`config.mk`:
```
export PLATFORM = sky130hd
export DESIGN_NAME = library_store_multi_flat
export DESIGN_NICKNAME = d
export VERILOG_FILES = /design/src/rtl/library_store_multi_if.sv /design/src/rtl/library_store_multi.sv /design/src/flat_wrapper.sv
export SDC_FILE = /design/constraint.sdc
export NUM_CORES = 1
export LEC_CHECK = 0
export BUFFER_PORTS_ARGS = -buffer_cell sky130_fd_sc_hd__clkbuf_2
export CAP_MARGIN = 25
export CORE_AREA = 2 2 64 66
export DETAILED_ROUTE_END_ITERATION = 10
export DIE_AREA = 0 0 66 68
export GPL_TIMING_DRIVEN = 0
export PLACE_DENSITY_LB_ADDON = 0.05
export SETUP_SLACK_MARGIN = 0.05
export SYNTH_ARGS = -nofsm -noshare
export SYNTH_HDL_FRONTEND = slang
export SYNTH_SLANG_ARGS = --single-unit
export TNS_END_PERCENT = 30
```
`constraint.sdc`:
```
create_clock -name i_clk -period 5.3 [get_ports i_clk]
set_input_delay 0.265 -clock i_clk [delete_from_list [all_inputs] [get_ports i_clk]]
set_output_delay 0.265 -clock i_clk [all_outputs]
set_load 0.01 [all_outputs]
```
`src/rtl/library_store_multi_if.sv`:
```
// Write-side bus of library_store_multi: point stream in, registered SRAM write port and status out.
// master = point-extraction front end, slave = library store.
interface library_store_multi_if #(
   parameter int COORD_W = 5,
   parameter int PT_AW   = 11,
   parameter int ADDR_W  = 20
);
   logic               i_start;
   logic               i_valid;
   logic [COORD_W-1:0] i_x;
   logic [COORD_W-1:0] i_y;
   logic               i_deny;
   logic               i_abort;

   logic               o_we;
   logic               o_hdr;
   logic [COORD_W-1:0] o_x;
   logic [COORD_W-1:0] o_y;
   logic [ADDR_W-1:0]  o_addr;
   logic [PT_AW-1:0]   o_count;
   logic               o_ovf;
   logic               o_done;
   logic               o_busy;
   logic               o_full;

   modport master (
      output i_start, i_valid, i_x, i_y, i_deny, i_abort,
      input  o_we, o_hdr, o_x, o_y, o_addr, o_count, o_ovf, o_done, o_busy, o_full
   );

   modport slave (
      input  i_start, i_valid, i_x, i_y, i_deny, i_abort,
      output o_we, o_hdr, o_x, o_y, o_addr, o_count, o_ovf, o_done, o_busy, o_full
   );
endinterface

```
`src/rtl/library_store_multi.sv`:
```
// Stores a burst of (x,y) points per entry into its own SRAM slot; offset 0 of the slot gets a header word.
// Build option LIBSTORE_NO_OVERWRITE_EN: refuse new entries once every slot holds a header (o_full).
module library_store_multi #(
   parameter int COORD_W = 5,
   parameter int SLOT_N  = 26,
   parameter int SLOT_AW = 5,
   parameter int PT_AW   = 11,
   parameter int ADDR_W  = 20
) (
   input logic                  i_clk,
   input logic                  i_rst_n,
   library_store_multi_if.slave bus
);

   localparam logic [PT_AW-1:0]   PT_CAP    = {PT_AW{1'b1}};
   localparam logic [PT_AW-1:0]   PT_ONE    = {{(PT_AW-1){1'b0}}, 1'b1};
   localparam logic [PT_AW-1:0]   PT_ZERO   = {PT_AW{1'b0}};
   localparam logic [SLOT_AW-1:0] SLOT_ONE  = {{(SLOT_AW-1){1'b0}}, 1'b1};
   localparam logic [SLOT_AW-1:0] SLOT_ZERO = {SLOT_AW{1'b0}};
   localparam logic [SLOT_AW-1:0] SLOT_LAST = SLOT_AW'(SLOT_N - 1);

   typedef enum logic [1:0] {
      ST_IDLE  = 2'd0,
      ST_WORK  = 2'd1,
      ST_CLOSE = 2'd2
   } state_t;

   state_t             r_state;
   logic [SLOT_AW-1:0] r_slot;
   logic [PT_AW-1:0]   r_count;
   logic               r_ovf;
   logic               r_we;
   logic               r_hdr;
   logic               r_done;
   logic               r_busy;
   logic [COORD_W-1:0] r_x;
   logic [COORD_W-1:0] r_y;
   logic [ADDR_W-1:0]  r_addr;

   logic               w_full;
   logic [PT_AW-1:0]   w_count_inc;
   logic               w_room;

   function automatic logic [SLOT_AW-1:0] slot_next(input logic [SLOT_AW-1:0] slot);
      if (slot == SLOT_LAST) begin
         return SLOT_ZERO;
      end else begin
         return slot + SLOT_ONE;
      end
   endfunction

   function automatic logic [ADDR_W-1:0] make_addr(input logic [SLOT_AW-1:0] slot,
                                                   input logic [PT_AW-1:0]   offset);
      return (ADDR_W'(slot) << PT_AW) | ADDR_W'(offset);
   endfunction

   assign w_count_inc = r_count + PT_ONE;
   assign w_room      = (r_count != PT_CAP);

`ifdef LIBSTORE_NO_OVERWRITE_EN
   localparam int USED_W = $clog2(SLOT_N + 1);
   localparam logic [USED_W-1:0] USED_ONE  = {{(USED_W-1){1'b0}}, 1'b1};
   localparam logic [USED_W-1:0] USED_LAST = USED_W'(SLOT_N - 1);

   logic [USED_W-1:0] r_used;
   logic              r_full;

   // Slot occupancy: one more used slot per header write, cleared only by reset.
   always_ff @(posedge i_clk) begin
      if (!i_rst_n) begin
         r_used <= {USED_W{1'b0}};
         r_full <= 1'b0;
      end else if ((r_state == ST_CLOSE) && !r_full) begin
         r_used <= r_used + USED_ONE;
         r_full <= (r_used == USED_LAST);
      end else begin
         r_used <= r_used;
         r_full <= r_full;
      end
   end

   assign w_full = r_full;
`else
   assign w_full = 1'b0;
`endif

   // Entry FSM; every write-port field is registered here, strobes default low each cycle.
   always_ff @(posedge i_clk) begin
      if (!i_rst_n) begin
         r_state <= ST_IDLE;
         r_slot  <= SLOT_ZERO;
         r_count <= PT_ZERO;
         r_ovf   <= 1'b0;
         r_we    <= 1'b0;
         r_hdr   <= 1'b0;
         r_done  <= 1'b0;
         r_busy  <= 1'b0;
         r_x     <= {COORD_W{1'b0}};
         r_y     <= {COORD_W{1'b0}};
         r_addr  <= {ADDR_W{1'b0}};
      end else begin
         r_we   <= 1'b0;
         r_hdr  <= 1'b0;
         r_done <= 1'b0;
         r_x    <= {COORD_W{1'b0}};
         r_y    <= {COORD_W{1'b0}};
         r_addr <= {ADDR_W{1'b0}};

         case (r_state)
            ST_IDLE: begin
               if (bus.i_start && !w_full) begin
                  r_state <= ST_WORK;
                  r_busy  <= 1'b1;
                  r_count <= PT_ZERO;
                  r_ovf   <= 1'b0;
               end else begin
                  r_state <= ST_IDLE;
                  r_busy  <= 1'b0;
               end
            end

            ST_WORK: begin
               if (bus.i_abort) begin
                  // Abort wins over close and drops any point offered in the same cycle.
                  r_state <= ST_IDLE;
                  r_busy  <= 1'b0;
               end else begin
                  if (bus.i_valid && w_room) begin
                     r_count <= w_count_inc;
                     r_we    <= 1'b1;
                     r_x     <= bus.i_x;
                     r_y     <= bus.i_y;
                     r_addr  <= make_addr(r_slot, w_count_inc);
                  end else if (bus.i_valid) begin
                     r_ovf <= 1'b1;
                  end else begin
                     r_count <= r_count;
                  end

                  if (!bus.i_deny) begin
                     r_state <= ST_CLOSE;
                  end else begin
                     r_state <= ST_WORK;
                  end
               end
            end

            ST_CLOSE: begin
               r_state <= ST_IDLE;
               r_busy  <= 1'b0;
               r_we    <= 1'b1;
               r_hdr   <= 1'b1;
               r_done  <= 1'b1;
               r_addr  <= make_addr(r_slot, PT_ZERO);
               r_slot  <= slot_next(r_slot);
            end

            default: begin
               r_state <= ST_IDLE;
               r_busy  <= 1'b0;
            end
         endcase
      end
   end

   assign bus.o_we    = r_we;
   assign bus.o_hdr   = r_hdr;
   assign bus.o_x     = r_x;
   assign bus.o_y     = r_y;
   assign bus.o_addr  = r_addr;
   assign bus.o_count = r_count;
   assign bus.o_ovf   = r_ovf;
   assign bus.o_done  = r_done;
   assign bus.o_busy  = r_busy;
   assign bus.o_full  = w_full;

endmodule

```
`src/flat_wrapper.sv`:
```
// flat-port wrapper written by rule: the top's interface ports become plain ports
module library_store_multi_flat 
#(
   parameter int COORD_W = 5,
   parameter int SLOT_N  = 26,
   parameter int SLOT_AW = 5,
   parameter int PT_AW   = 11,
   parameter int ADDR_W  = 20
)
  (i_clk, i_rst_n, bus_i_start, bus_i_valid, bus_i_x, bus_i_y, bus_i_deny, bus_i_abort, bus_o_we, bus_o_hdr, bus_o_x, bus_o_y, bus_o_addr, bus_o_count, bus_o_ovf, bus_o_done, bus_o_busy, bus_o_full);
  library_store_multi_if #(.COORD_W(COORD_W), .PT_AW(PT_AW), .ADDR_W(ADDR_W)) bus_i ();
  input logic i_clk;
  input logic i_rst_n;
  input wire logic [$bits(bus_i.i_start)-1:0] bus_i_start;
  input wire logic [$bits(bus_i.i_valid)-1:0] bus_i_valid;
  input wire logic [$bits(bus_i.i_x)-1:0] bus_i_x;
  input wire logic [$bits(bus_i.i_y)-1:0] bus_i_y;
  input wire logic [$bits(bus_i.i_deny)-1:0] bus_i_deny;
  input wire logic [$bits(bus_i.i_abort)-1:0] bus_i_abort;
  output wire logic [$bits(bus_i.o_we)-1:0] bus_o_we;
  output wire logic [$bits(bus_i.o_hdr)-1:0] bus_o_hdr;
  output wire logic [$bits(bus_i.o_x)-1:0] bus_o_x;
  output wire logic [$bits(bus_i.o_y)-1:0] bus_o_y;
  output wire logic [$bits(bus_i.o_addr)-1:0] bus_o_addr;
  output wire logic [$bits(bus_i.o_count)-1:0] bus_o_count;
  output wire logic [$bits(bus_i.o_ovf)-1:0] bus_o_ovf;
  output wire logic [$bits(bus_i.o_done)-1:0] bus_o_done;
  output wire logic [$bits(bus_i.o_busy)-1:0] bus_o_busy;
  output wire logic [$bits(bus_i.o_full)-1:0] bus_o_full;
  assign bus_i.i_start = bus_i_start;
  assign bus_i.i_valid = bus_i_valid;
  assign bus_i.i_x = bus_i_x;
  assign bus_i.i_y = bus_i_y;
  assign bus_i.i_deny = bus_i_deny;
  assign bus_i.i_abort = bus_i_abort;
  assign bus_o_we = bus_i.o_we;
  assign bus_o_hdr = bus_i.o_hdr;
  assign bus_o_x = bus_i.o_x;
  assign bus_o_y = bus_i.o_y;
  assign bus_o_addr = bus_i.o_addr;
  assign bus_o_count = bus_i.o_count;
  assign bus_o_ovf = bus_i.o_ovf;
  assign bus_o_done = bus_i.o_done;
  assign bus_o_busy = bus_i.o_busy;
  assign bus_o_full = bus_i.o_full;
  library_store_multi #(.COORD_W(COORD_W), .SLOT_N(SLOT_N), .SLOT_AW(SLOT_AW), .PT_AW(PT_AW), .ADDR_W(ADDR_W)) u_core (.i_clk(i_clk), .i_rst_n(i_rst_n), .bus(bus_i));
endmodule
```
==> impl_metrics.yaml <==
synthesis:
  syn_area_per_cell_um2: 9.712
  synthArstFlopShare: 0
  synth-seq-cells: 48
  synth_top_area_cell: "dfxtp_1"
  yosysWarnings: 0
  synthTopCellsByArea: "dfxtp_1 48%, and3_1 4.4%, ha_1 3.8%, nor2_1 3.8%, xor2_1 2.6%"
  yosys.area.top_type_share: 0.4803
  synth.most_common_cell: "dfxtp_1"
  synth_area_mm2: 0.002001
  synth_edf_count: 0
  synthCells: 206
  ys_top_cells_by_count: "48 x dfxtp_1, 20 x nor2_1, 14 x and3_1"
  synth.distinct_cells: 47
  ys_seq_area_frac: 0.4803
  ys.flop_type: "dfxtp_1"
timing:
  setup_viol: 0
  drv_slew: 0
  period_needed_ps: 2209
  min_period_over_period: 0.4169
  timing.fmax_mhz: 452.6
  worst_pin_slew_ps: 636.7
  tns_ps: 0
  rsz0062_at_grt: "no"
  setup_slack_ps: 3091
  finClkSkew_ps: 18.37
  finalHoldViolations: 0
  slew_headroom: 0.5711
grt:
  track_usage: 0.1935
  grt.busiest_layer: "met2"
  grt_max_degree: 16
  use_met3: 0.05592
  grtUsageMet2: 0.3321
  grt_pass1_vias: 1429
  grt_first_pass_wirelength_mm: 6.513
  use_met1: 0.2297
  gr-total-overflow: 0
  antenna_found_initial: 0
floorplan:
  die_y_um: 68
  fp.dieArea_mm2: 0.004488
  dieWidth_um: 66
  rows: 23
  initial_core_util: 0.5188
  coreArea_mm2: 0.003856
  ios: 63
min_path:
  hold_depth: 2
  hp-class: "input port to flop"
clock_network:
  postCtsSetupBuffers: 0
  cts.path.max_buffers: 2
  post_cts_resized: 0
  h-tree-depth: 2
  cts_buffers: 5
  postCtsHoldBufs: 0
  root_buffer: "clkbuf_8"
  insertion_delay_ps: 310
  cts_tree: "yes"
  clk_pin_slew_worst_paths_ps: 100
  cts.sink_count: 48
routing:
  first_iter_violations: 98
  drcViolationCount: 0
  ant_nets: 0
  wl_per_cell_um: 12.25
  drtPass1Iterations: 4
  vias: 1613
  routed_wl_mm: 3.981
  viasPerCell: 4.963
layout:
  nets: 296
  diodes: 0
  final_area_mm2: 0.002485
  fin_cells: 325
  layout-drive-gt1-share: 0.3055
  area_growth_pct: 24.20
power_and_ir_drop:
  power_mw: 0.6775
  power_density_mw_per_mm2: 272.6
  ir_drop_mv: 0.1754
  leakagePower_nw: 1.184
setup_path:
  r2r_cells: 6
  arrival_ps: 2410
  cp.required_ps: 5500
  end_kind: "flop"
  critical_path_class: "flop to flop"
  crit_path_start_kind: "flop"
  crit_fanout: 8
place:
  gp_congestion: 0.8088
  hpwl_mm: 2.892
  io_buffer_count: 57
  dpl_worst_slack_ps: 3112
  dp.cells: 317
  dpl-instance-area_mm2: 0.002364
job:
  max-cap-violations: 0
outcome:
  run_status: "completed"
## path summary, 6_finish.rpt
kind,startpoint,to,slack [ps]
max,u_core.bus.o_count[0],u_core.bus.o_addr[13],3090
min,bus_i_x[4],u_core.bus.o_x[4],170
max reg2reg,u_core.bus.o_count[0],u_core.bus.o_addr[13],3090
min reg2reg,u_core.bus.o_ovf,u_core.bus.o_ovf,470
## layout make-up
type,instances,area (um2)
buffer,18,115.1
clock buffer,6,82.58
clock inverter,2,38.79
fill,353,1371
inverter,5,18.77
multi-input combinational,139,920.9
sequential,48,960.9
tap,50,62.56
timing repair buffer,57,285.3
## sequential cells by signal (all words and copies together), names as in the netlist
signal and cells:
u_core.bus.o_count 11, u_core.bus.o_busy 1, u_core.bus.o_y 5, u_core.bus.o_ovf 1
u_core.bus.o_hdr 1, u_core.r_slot 5, u_core.r_state 2, u_core.bus.o_addr 16
u_core.bus.o_we 1, u_core.bus.o_x 5
## power breakdown
group	internal [mW]	leakage, nW	switching (mW)
clock	0.154	0.0614	0.123
sequential	0.363	0.387	0.00152
combinational	0.0155	0.735	0.0202
## per-layer routing
metal / share of wire / vias up
li1: - / 847
met1: 0.45 / 719
met2: 0.49 / 42
met3: 0.051 / 5
met4: 0.012 / 0
met5: 0 / -
## cell usage in the layout (no fill, tap or decap), drive strengths merged, types with 5 or more instances in the layout
| cell | count |
|---|---|
| nand3 | 9 |
| and2 | 6 |
| and3 | 14 |
| conb | 5 |
| clkbuf | 70 |
| dfxtp | 48 |
| nor2 | 20 |
| inv | 5 |
| buf | 11 |
| xor2 | 6 |
| ha | 6 |
| nand2 | 12 |
| xnor2 | 5 |
| and3b | 5 |
## cells by family after synthesis
| kind of cell | after synthesis | share of synthesized area |
|---|---|---|
| and+or+nand+nor | 87 | 0.2458 |
| DFF | 48 | 0.4803 |
| AOI/OAI and AO/OA | 26 | 0.09819 |
| buffers and inverters | 23 | 0.06692 |
| xor gates and xnor gates | 11 | 0.04815 |
| adders and majority gates | 6 | 0.03752 |
| muxes | 4 | 0.02126 |
| other | 1 | 0.001874 |
## metrics by stage
step / hold slack, ps / util
finish: 172.9 / 0.6444
global route: 171.4 / 0.6444
CTS: 168.7 / 0.6444
detailed placement: 459.1 / 0.6129
global placement: 450.1 / 0.6129
floorplan: 410.9 / -
## worst max-delay path: stages (launching register included)
cell	delay (ps)
dfxtp_1	500
ha_1	330
and3_1	200
buf_6	130
nand4_1	260
a21oi_1	450
and3b_1	230
Power figures use the tool's default switching activity.
